**src/rtl/riscv_pkg.sv**
```systemverilog
// riscv_pkg: shared core widths, instruction-queue geometry and the queue entry type
package riscv_pkg;

    localparam int XLEN        = 32;
    localparam int IQ_SIZE_BIT = 4;
    localparam int DEPTH       = 1 << IQ_SIZE_BIT;
    localparam int AF_MARGIN   = 2;

    typedef struct packed {
        logic [XLEN-1:0] inst;
        logic [XLEN-1:0] pc;
        logic            pred_taken;
    } iq_entry_t;

endpackage

```
**src/rtl/circular_fifo_ctrl.sv**
```systemverilog
// circular_fifo_ctrl: head/tail/count bookkeeping and full flags for a power-of-two ring buffer
module circular_fifo_ctrl #(
    parameter int SIZE_BIT  = 4,
    parameter int AF_MARGIN = 2
) (
    input  logic                clk_in,
    input  logic                rst_in,
    input  logic                rdy_in,
    input  logic                flush_i,
    input  logic                push_i,
    input  logic                pop_i,
    output logic                enq_o,
    output logic                deq_o,
    output logic [SIZE_BIT-1:0] head_o,
    output logic [SIZE_BIT-1:0] tail_o,
    output logic                empty_o,
    output logic                full_o,
    output logic                almost_full_o
);

    localparam int CW    = SIZE_BIT + 1;
    localparam int DEPTH = 1 << SIZE_BIT;

    logic [SIZE_BIT-1:0] head_q, head_d, tail_q, tail_d;
    logic [CW-1:0]       count_q, count_d;

    assign empty_o       = count_q == '0;
    assign full_o        = count_q == CW'(DEPTH);
    assign almost_full_o = count_q >= CW'(DEPTH - AF_MARGIN);
    assign enq_o         = push_i && !full_o && rdy_in && !flush_i;
    assign deq_o         = pop_i && !empty_o && rdy_in && !flush_i;
    assign head_o        = head_q;
    assign tail_o        = tail_q;

    // Advance pointers on accepted traffic; a flush drops everything back to empty
    always_comb begin
        head_d  = flush_i ? '0 : head_q + SIZE_BIT'(deq_o);
        tail_d  = flush_i ? '0 : tail_q + SIZE_BIT'(enq_o);
        count_d = flush_i ? '0 : count_q + CW'(enq_o) - CW'(deq_o);
    end

    // Pointer/count registers: reset dominates, rdy_in low freezes everything
    always_ff @(posedge clk_in) begin
        if (!rst_in) begin
            head_q  <= '0;
            tail_q  <= '0;
            count_q <= '0;
        end else if (rdy_in) begin
            head_q  <= head_d;
            tail_q  <= tail_d;
            count_q <= count_d;
        end
    end

endmodule

```
**src/rtl/instruction_queue.sv**
```systemverilog
// instruction_queue: fetch-to-dispatch instruction FIFO; define IQ_BYPASS_EN for zero-latency empty-queue bypass
module instruction_queue
    import riscv_pkg::*;
(
    input  logic            clk_in,
    input  logic            rst_in,
    input  logic            rdy_in,
    input  logic            flush_signal,
    input  logic            if_valid,
    input  logic [XLEN-1:0] if_inst,
    input  logic [XLEN-1:0] if_pc,
    input  logic            if_pred_taken,
    output logic            iq_full,
    output logic            iq_almost_full,
    input  logic            dp_ready,
    output logic            iq_valid,
    output logic [XLEN-1:0] iq_inst,
    output logic [XLEN-1:0] iq_pc,
    output logic            iq_pred_taken
);

    iq_entry_t                mem_q [DEPTH];
    iq_entry_t                in_e, head_e;
    logic                     enq, deq, empty, push, bypass_hit;
    logic [IQ_SIZE_BIT-1:0]   head, tail;

    assign in_e = '{inst: if_inst, pc: if_pc, pred_taken: if_pred_taken};

`ifdef IQ_BYPASS_EN
    assign bypass_hit = empty && if_valid;
    assign push       = if_valid && !(bypass_hit && dp_ready);
`else
    assign bypass_hit = 1'b0;
    assign push       = if_valid;
`endif

    circular_fifo_ctrl #(
        .SIZE_BIT  (IQ_SIZE_BIT),
        .AF_MARGIN (AF_MARGIN)
    ) u_ctrl (
        .clk_in        (clk_in),
        .rst_in        (rst_in),
        .rdy_in        (rdy_in),
        .flush_i       (flush_signal),
        .push_i        (push),
        .pop_i         (dp_ready),
        .enq_o         (enq),
        .deq_o         (deq),
        .head_o        (head),
        .tail_o        (tail),
        .empty_o       (empty),
        .full_o        (iq_full),
        .almost_full_o (iq_almost_full)
    );

    // Head view: bypassed input, stored head entry, or zeros when nothing is valid
    always_comb begin
        head_e = bypass_hit ? in_e : (empty ? '0 : mem_q[head]);
    end

    assign iq_valid      = !empty || bypass_hit;
    assign iq_inst       = head_e.inst;
    assign iq_pc         = head_e.pc;
    assign iq_pred_taken = head_e.pred_taken;

    // Entry storage: written only on an accepted enqueue, contents need no reset
    always_ff @(posedge clk_in) begin
        if (enq) mem_q[tail] <= in_e;
    end

    logic unused_deq;
    assign unused_deq = deq;

endmodule

```
**config.mk**
```make
export PLATFORM = sky130hd
export DESIGN_NAME = instruction_queue
export DESIGN_NICKNAME = d
export VERILOG_FILES = /design/src/rtl/riscv_pkg.sv /design/src/rtl/circular_fifo_ctrl.sv /design/src/rtl/instruction_queue.sv
export SDC_FILE = /design/constraint.sdc
export NUM_CORES = 1
export LEC_CHECK = 0
export BUFFER_PORTS_ARGS = -buffer_cell sky130_fd_sc_hd__buf_2
export CAP_MARGIN = 30
export CORE_ASPECT_RATIO = 1.1
export CORE_MARGIN = 3
export CORE_UTILIZATION = 31
export CTS_CLUSTER_DIAMETER = 40
export DETAILED_ROUTE_END_ITERATION = 16
export PLACE_DENSITY_LB_ADDON = 0.15
export SLEW_MARGIN = 20
export SYNTH_ARGS = -nofsm -noshare
export SYNTH_HDL_FRONTEND = slang
export SYNTH_HIERARCHICAL = 1
export SYNTH_SLANG_ARGS = --single-unit
```
**constraint.sdc**
```tcl
create_clock -name clk_in -period 15.2 [get_ports clk_in]
set_clock_uncertainty 0.2 [all_clocks]
set_input_delay 3.04 -clock clk_in [delete_from_list [all_inputs] [get_ports clk_in]]
set_output_delay 3.04 -clock clk_in [all_outputs]
set_load 0.03 [all_outputs]
```
==> impl_metrics.ini, run 1 <==
[critical_path]
crit_chain = buf_16, buf_4, buf_16, buf_4, mux2i_1, a22oi_1, nand3_1, nand2_1, buf_2
rr_startpoint = u_ctrl/count_q[2]$_SDFFE_PN0P_
cp_top_family = buffers and inverters
crit_slowest_cell = buf_4
path_class = reg -> out
cp_max_fo = 53
cp-end-kind = primary output
r2r_slack_ps = 10980
max_stage_delay_ps = 780
rr_worst_depth = 7
crit_buf_inv = 5
reg2reg_to = mem_q[3][62]$_DFFE_PP_
critPathArrivalTime_ps = 4220
required_ps = 11960
cp-start-kind = flop

[placed_design]
gp_congestion = 0.707
pre_cts_ws_ps = 8070
placed_area_um2 = 43900
io_buffers = 138
dpl.hpwl_um = 55200

[final_layout]
final_area_um2 = 49000
drive_gt1_frac = 0.181
fillCellCount = 12288
nNetsFinal = 2570
area_growth_pct = 18.3
finalCoreUtilization = 0.369

[global_route]
antenna_found_initial = 19
grt_pass1_wl_um = 157000
grt-ovfl-total = 0
grt_start_max_net_pins = 61
grt_pass1_vias = 22442
gr-usage-all-layers = 0.156

[routing]
vias = 21411
drt-initial-drc-count = 1389
viasPerCell = 4.88
wl_per_cell_um = 24.8
drcViolationCount = 0
firstDrtPassIters = 5
postRouteAntennaNets = 0
wl_um = 109000

[sta]
fin_setup_tns_ps = 0
fmax_mhz = 134
setup_viol = 0
finalWorstSetupSlack_ps = 7740
worst_pin_slew_ps = 1020
rsz0062_at_grt = no
finalMaxSlewViolations = 0
whs_ps = 370
relSlewSlack = 0.318
min_period_ps = 7460
min_period_over_period = 0.491
hold_violations = 0

[worst_hold_path]
hold_start = u_ctrl/count_q[3]$_SDFFE_PN0P_
whs_path_depth = 2
hold_class = reg -> reg
hold_end = u_ctrl/count_q[3]$_SDFFE_PN0P_

[yosys]
synth_warnings = 6
syn_nets = 2354
avgSynthCellArea_um2 = 18.2
postSynthCellCount = 2270
syn_area_um2 = 41400

[clock_tree]
clock_latency_ps = 740
holdBufCountCts = 0
cts_max_path_buffers = 3
clk_pin_slew_ps = 50
cts_tree = built
h-tree-depth = 4
cts_root_buf = clkbuf_16
cts-buffers-inserted = 147
postCtsSetupBuffers = 0
cts_num_sinks = 1053
cts_repair_resize_count = 0

[floorplan]
core_area_um2 = 133000
initial_core_util = 0.312
row_count = 140
die-area_um2 = 138000
die_y_um = 389
io_pins = 139
die_x_um = 354

[power]
pwr-share-clk = 0.512
p_sw_mw = 1.37
seq_power_share = 0.475
ir_drop_mv = 0.112
switching_share = 0.204
powerDensity_nw_per_um2 = 137
intPower_mw = 5.36
cellLeakagePower_nw = 15.0
comb_power_share = 0.013

[run]
drv_cap = 0

[outcome]
outcome = finished, final reports clean
[registers in the layout, summed over array words and instances (netlist names)]
register        count
u_ctrl/count_q      5
u_ctrl/tail_o       4
mem_q            1040
u_ctrl/head_o       4
[worst min-delay path: stages (launching register included)]
cell and delay (ps):
dfxtp_1 340, nand3_1 100, nand3b_1 70
[per-stage QoR]
step / cells / power (mW)
finish: 4388 / 6.73
global placement: 4102 / 3.34
detailed placement: 4109 / 3.34
floorplan: 2270 / 3.29
CTS: 4380 / 6.82
global route: 4384 / 6.94
[power by group through the flow]
stage / logic, mW / clock network, mW / registers [mW]
2_1_floorplan: 0.0258 / 0 / 3.26
3_3_place_gp: 0.0829 / 0 / 3.26
3_5_place_dp: 0.0869 / 0 / 3.26
4_1_cts: 0.0872 / 3.54 / 3.20
5_1_grt: 0.0945 / 3.65 / 3.20
6_report: 0.0849 / 3.45 / 3.20
[cell type report]
| type | count | area, um2 | area share |
|---|---|---|---|
| Multi-Input combinational cell | 1075 | 8910 | 0.182 |
| Timing Repair Buffer | 199 | 1310 | 0.0268 |
| Inverter | 10 | 37.5 | 0.000766 |
| Antenna cell | 5 | 12.5 | 0.000255 |
| Clock buffer | 159 | 3790 | 0.0773 |
| Clock inverter | 112 | 1220 | 0.0250 |
| Tap cell | 1775 | 2220 | 0.0453 |
| Sequential cell | 1053 | 31500 | 0.643 |
[layer usage]
layer | part of all wire | track usage | up-vias | routed length (um)
met5 | 0.000092 | 0 | - | 10
met4 | 0.021 | 0.0464 | 2 | 2290
met3 | 0.040 | 0.0289 | 167 | 4360
met2 | 0.49 | 0.260 | 443 | 53200
met1 | 0.45 | 0.207 | 11203 | 48900
li1 | - | - | 9596 | -
[placed cells by master (no fill, tap or decap), drive strengths merged]
cell type and count:
inv 31, diode 5, o22ai 1, mux2i 520
nor2b 9, nand2b 5, clkinv 59, bufinv 19
fa 1, nor3 5, nor2 21, and2b 2
dfxtp 13, edfxtp 1040, nand4bb 1, nand3b 4
a21oi 3, o21ai 1, clkbuf 159, ha 12
a211oi 1, clkinvlp 13, nand2 73, nand4 3
or3b 1, xor2 4, nor4b 2, o311ai 1
a21o 1, a22oi 265, a221o 1, buf 199
nand3 135, and2 2, a32oi 1
[worst max path at each step]
| stage | depth (start not counted) | startpoint | to |
|---|---|---|---|
| after floorplan | 7 | rdy_in | mem_q[0][0]$_DFFE_PP_ |
| after global placement | 7 | u_ctrl/head_o[0]$_SDFFE_PN0P_ | iq_pc[30] |
| after detailed placement | 8 | rdy_in | mem_q[9][51]$_DFFE_PP_ |
| after CTS | 8 | u_ctrl/count_q[2]$_SDFFE_PN0P_ | iq_pc[19] |
| after global routing | 9 | u_ctrl/head_o[0]$_SDFFE_PN0P_ | iq_pc[27] |
| final | 9 | u_ctrl/head_o[0]$_SDFFE_PN0P_ | iq_pc[27] |
Power figures use the tool's default switching activity.
==> run 2, diff against run 1 <==
Settings changed: ABC_AREA set to 1.
Clock period 15.2 ns to 7.01 ns, I/O delays scaled along.
==> run 2 against run 1 <==
Effect of this change:
- flip-flop and latch count unchanged
- final cell count increased by 45%
- first-iteration DRC count rose by 44%
- final area is 8.1% higher
- non-clock buffer count unchanged
- combinational power increased by 130%
- die area is 8.3% higher
- critical endpoint is now iq_inst[28]
- total power rose by 120%
- wire length increased by 19%
- via count rose by 37%
- setup slack worse by 6400 ps
- clock power grew 130%
==> impl_metrics.ini, run 2 <==
[global_route]
gr-usage-all-layers = 0.172
antenna_found_initial = 23
grt-ovfl-total = 0
grt_pass1_vias = 28656
grt_pass1_wl_um = 191000
grt_start_max_net_pins = 194

[final_layout]
fillCellCount = 14125
reg.largest.list = mem_q: 1040 flops, u_ctrl/count_q: 5 flops
largest_register = mem_q
final_cell_mix = 1592 x nand2_1, 1040 x edfxtp_1, 659 x nand3_1
largest_reg_flops = 1040
final_area_um2 = 52900
nNetsFinal = 4418
area_growth_pct = 17.9
layout_commonest_cell = nand2_1
drive_gt1_frac = 0.110

[critical_path]
max_stage_delay_ps = 650
required_ps = 5410
cp_max_fo = 132
cp-start-kind = flop
crit_buf_inv = 4
r2r_slack_ps = 3730
crit_chain = inv_16, buf_16, buf_4, nand2_1, nand2_1, nand2_1, nand3_1, nand3_1, a21oi_1, buf_2
crit_slowest_cell = buf_4
cpMostUsedCell = nand2_1
critPathArrivalTime_ps = 4060
rr_startpoint = u_ctrl/count_q[2]$_SDFFE_PN0P_
cp_top_family = buffers and inverters
rr_worst_depth = 8
reg2reg_to = mem_q[13][58]$_DFFE_PP_
cp-end-kind = primary output
path_class = reg -> out

[floorplan]
row_count = 145
die_y_um = 405
io_pins = 139
core_area_um2 = 143000
initial_core_util = 0.314
die-area_um2 = 150000
die_x_um = 369

[worst_hold_path]
hold_class = reg -> reg
hold_start = u_ctrl/count_q[4]$_SDFFE_PN0P_
whs_path_depth = 2
hold_end = u_ctrl/count_q[4]$_SDFFE_PN0P_

[routing]
vias = 29282
wl_per_cell_um = 20.2
wl_um = 129000
firstDrtPassIters = 5
viasPerCell = 4.59
postRouteAntennaNets = 0
drcViolationCount = 0
drt-initial-drc-count = 2002

[yosys]
avgSynthCellArea_um2 = 10.7
postSynthCellCount = 4202
synth_warnings = 6
syn_area_um2 = 44900
syn_nets = 4286

[power]
cellLeakagePower_nw = 21.4
ir_drop_mv = 0.249
powerDensity_nw_per_um2 = 284

[sta]
fmax_mhz = 177
min_period_ps = 5670
finalMaxSlewViolations = 0
worst_pin_slew_ps = 1040
rsz0062_at_grt = no
relSlewSlack = 0.304
setup_viol = 0
fin_setup_tns_ps = 0
hold_violations = 0
min_period_over_period = 0.808

[clock_tree]
h-tree-depth = 4
cts_root_buf = clkbuf_16
cts-buffers-inserted = 154
cts_num_sinks = 1053
postCtsSetupBuffers = 0
clk_pin_slew_ps = 50
clock_latency_ps = 760
cts_max_path_buffers = 3
holdBufCountCts = 0
cts_repair_resize_count = 0
cts_tree = built

[placed_design]
dpl.hpwl_um = 61800
gp_congestion = 0.715
io_buffers = 138
placed_area_um2 = 47600

[outcome]
outcome = finished, final reports clean

[run]
drv_cap = 0
## run 2: per-stage QoR
| stage | hold slack (ps) | worst slack, ps | instances | util | total power, mW |
|---|---|---|---|---|---|
| 2_1_floorplan | 270 | 1490 | 4202 | - | 7.13 |
| 3_3_place_gp | 292 | 1930 | 6082 | 0.332 | 7.26 |
| 3_5_place_dp | 295 | 2030 | 6089 | 0.333 | 7.27 |
| 4_1_cts | 302 | 1160 | 6373 | 0.370 | 15.2 |
| 5_1_grt | 351 | 1030 | 6375 | 0.370 | 15.5 |
| 6_report | 299 | 1340 | 6382 | 0.370 | 15.0 |
## run 2: how the worst max path moves through the flow
stage | cells after the start | slack (ps) | endpoint | startpoint
4_1_cts | 10 | 1160 | iq_inst[28] | u_ctrl/head_o[0]$_SDFFE_PN0P_
2_1_floorplan | 7 | 1490 | mem_q[12][0]$_DFFE_PP_ | rdy_in
5_1_grt | 9 | 1030 | iq_pc[24] | u_ctrl/head_o[0]$_SDFFE_PN0P_
6_report | 10 | 1340 | iq_inst[28] | u_ctrl/head_o[0]$_SDFFE_PN0P_
3_3_place_gp | 9 | 1930 | iq_pc[24] | u_ctrl/head_o[0]$_SDFFE_PN0P_
3_5_place_dp | 10 | 2030 | iq_inst[28] | u_ctrl/head_o[0]$_SDFFE_PN0P_
## run 2: report_power, final
part | switching (mW) | total [mW] | internal [mW]
Combinational | 0.160 | 0.199 | 0.0390
Sequential | 0.00318 | 6.94 | 6.93
Clock | 2.98 | 7.89 | 4.91
## run 2: worst min-delay path, cell delays in order, from the launching register on
cell     delay [ps]
dfxtp_1         320
nand2_1          70
a21oi_1          60
## run 2: area by class of cell
| type | count | area, um2 | share of cell area |
|---|---|---|---|
| sequential | 1053 | 31500 | 0.595 |
| multi-input combinational | 2379 | 10200 | 0.192 |
| clock buffer | 173 | 3970 | 0.0749 |
| tap | 1911 | 2390 | 0.0452 |
| inverter | 547 | 2100 | 0.0397 |
| timing repair buffer | 199 | 1440 | 0.0273 |
| clock inverter | 111 | 1330 | 0.0251 |
| antenna | 9 | 22.5 | 0.000425 |
## run 2: per-layer routing
metal | vias up | wire length [um] | global-route usage | part of all wire
li1 | 14123 | - | - | -
met1 | 14322 | 59100 | 0.232 | 0.46
met2 | 603 | 60200 | 0.277 | 0.47
met3 | 230 | 6600 | 0.0388 | 0.051
met4 | 4 | 3230 | 0.0499 | 0.025
met5 | - | 34 | 0 | 0.00026
==> run 3, diff against run 2 <==
Clock period 7.01 ns to 4.8 ns, I/O delays scaled along.
==> run 3 against run 2 <==
Effect of this change:
- first-iteration DRC count is 9.3% higher
- global-route usage is 0.17 points lower
- die area stayed put
- critical path type unchanged
- highest routed layer unchanged
==> impl_metrics.ini, run 3 (synthesized netlist as in run 2, its figures left out) <==
[placed_design]
placed_area_um2 = 47800
placedCellCount = 6094
gp_congestion = 0.706
dpl.hpwl_um = 62300
io_buffers = 138

[sta]
hold_violations = 0
fmax_mhz = 226
worst_pin_slew_ps = 1040
min_period_ps = 4420
rsz0062_at_grt = no
fin_setup_tns_ps = 0
setup_viol = 0
finalMaxSlewViolations = 0
min_period_over_period = 0.920
relSlewSlack = 0.310

[global_route]
gr-usage-all-layers = 0.170
grt_start_max_net_pins = 175
antenna_found_initial = 15
grt_pass1_wl_um = 190000
grt_pass1_vias = 28283
grt-ovfl-total = 0

[power]
ir_drop_mv = 0.373
total_power_mw = 21.6
powerDensity_nw_per_um2 = 409
cellLeakagePower_nw = 21.4

[clock_tree]
cts-buffers-inserted = 150
clk_pin_slew_ps = 50
cts_root_buf = clkbuf_16
cts_num_sinks = 1053
postCtsSetupBuffers = 0
cts_max_path_buffers = 3
holdBufCountCts = 0
cts_tree = built
cts_repair_resize_count = 0
h-tree-depth = 4
clock_latency_ps = 750

[run]
drv_cap = 0

[worst_hold_path]
hold_class = reg -> reg

[final_layout]
nNetsFinal = 4419
multi_input_area_um2 = 10200
final_area_um2 = 52900
layout_commonest_cell = nand2_1
largest_register = mem_q
reg.largest.list = mem_q: 1040 flops, u_ctrl/count_q: 5 flops
drive_gt1_frac = 0.109
final_cells = 6375
final_cell_mix = 1592 x nand2_1, 1040 x edfxtp_1, 659 x nand3_1
fillCellCount = 14104
area_growth_pct = 17.7
register_area_um2 = 31500
largest_reg_flops = 1040

[routing]
viasPerCell = 4.56
postRouteAntennaNets = 0
drt-initial-drc-count = 2189
firstDrtPassIters = 5
drcViolationCount = 0
wl_um = 128000
vias = 29050
wl_per_cell_um = 20.0

[floorplan]
initial_core_util = 0.314
die-area_um2 = 150000
io_pins = 139
row_count = 145
core_area_um2 = 143000
die_y_um = 405
die_x_um = 369

[critical_path]
cp-end-kind = primary output
path_class = reg -> out
cp_max_fo = 151
cp-start-kind = flop
required_ps = 3640
critPathArrivalTime_ps = 3260

[outcome]
outcome = finished, final reports clean
## run 3: changes by cell type in the layout (fill, tap and decap cells not counted), moves of 4 or more
cell        change
buf_12         +15
clkinv_2        -6
buf_16          -5
buf_4           -5
clkinvlp_4      +5
clkinv_8        -4
inv_6           +4
## run 3: critical path, stage by stage (launching register included)
cell,delay [ps]
dfxtp_4,540
buf_12,430
nand2_1,100
nand2_1,100
nand2_1,50
nand3_1,90
nand3_1,80
a21oi_1,490
buf_2,300
## run 3: cell type report
type                            instances  share of cell area
Clock buffer                          172              0.0749
Inverter                              547              0.0397
Tap cell                             1911              0.0452
Antenna cell                            6            0.000284
Timing Repair Buffer                  204              0.0297
Multi-Input combinational cell       2379               0.193
Sequential cell                      1053               0.596
Clock inverter                        103              0.0219
## run 3: stage by stage
step	setup WS (ps)	hold slack (ps)	util
2_1_floorplan	-275	270	-
3_3_place_gp	1050	301	0.334
3_5_place_dp	1110	298	0.334
4_1_cts	262	305	0.370
5_1_grt	133	326	0.370
6_report	382	315	0.370
## run 3: path summary, 6_finish.rpt
path | slack [ps] | startpoint | to | cells past startpoint
worst max-delay path | 380 | u_ctrl/head_o[0]$_SDFFE_PN0P_ | iq_inst[3] | 8
worst min-delay path | 320 | u_ctrl/count_q[4]$_SDFFE_PN0P_ | u_ctrl/count_q[4]$_SDFFE_PN0P_ | 2
worst max register to register | 1800 | u_ctrl/count_q[2]$_SDFFE_PN0P_ | mem_q[12][51]$_DFFE_PP_ | 8
worst min register to register | 320 | u_ctrl/count_q[4]$_SDFFE_PN0P_ | u_ctrl/count_q[4]$_SDFFE_PN0P_ | 2
## run 3: report_power, final
part / switching (mW) / internal [mW]
clock network: 4.22 / 7.00
registers: 0.00443 / 10.1
logic: 0.242 / 0.0570
## run 3: per-layer routing
metal  GRT usage  vias to the layer above  part of all wire
met5           0                        -           0.00011
met4      0.0433                        4             0.016
met3      0.0312                      154             0.041
met2       0.279                      549              0.47
met1       0.233                    14213              0.47
li1            -                    14130                 -
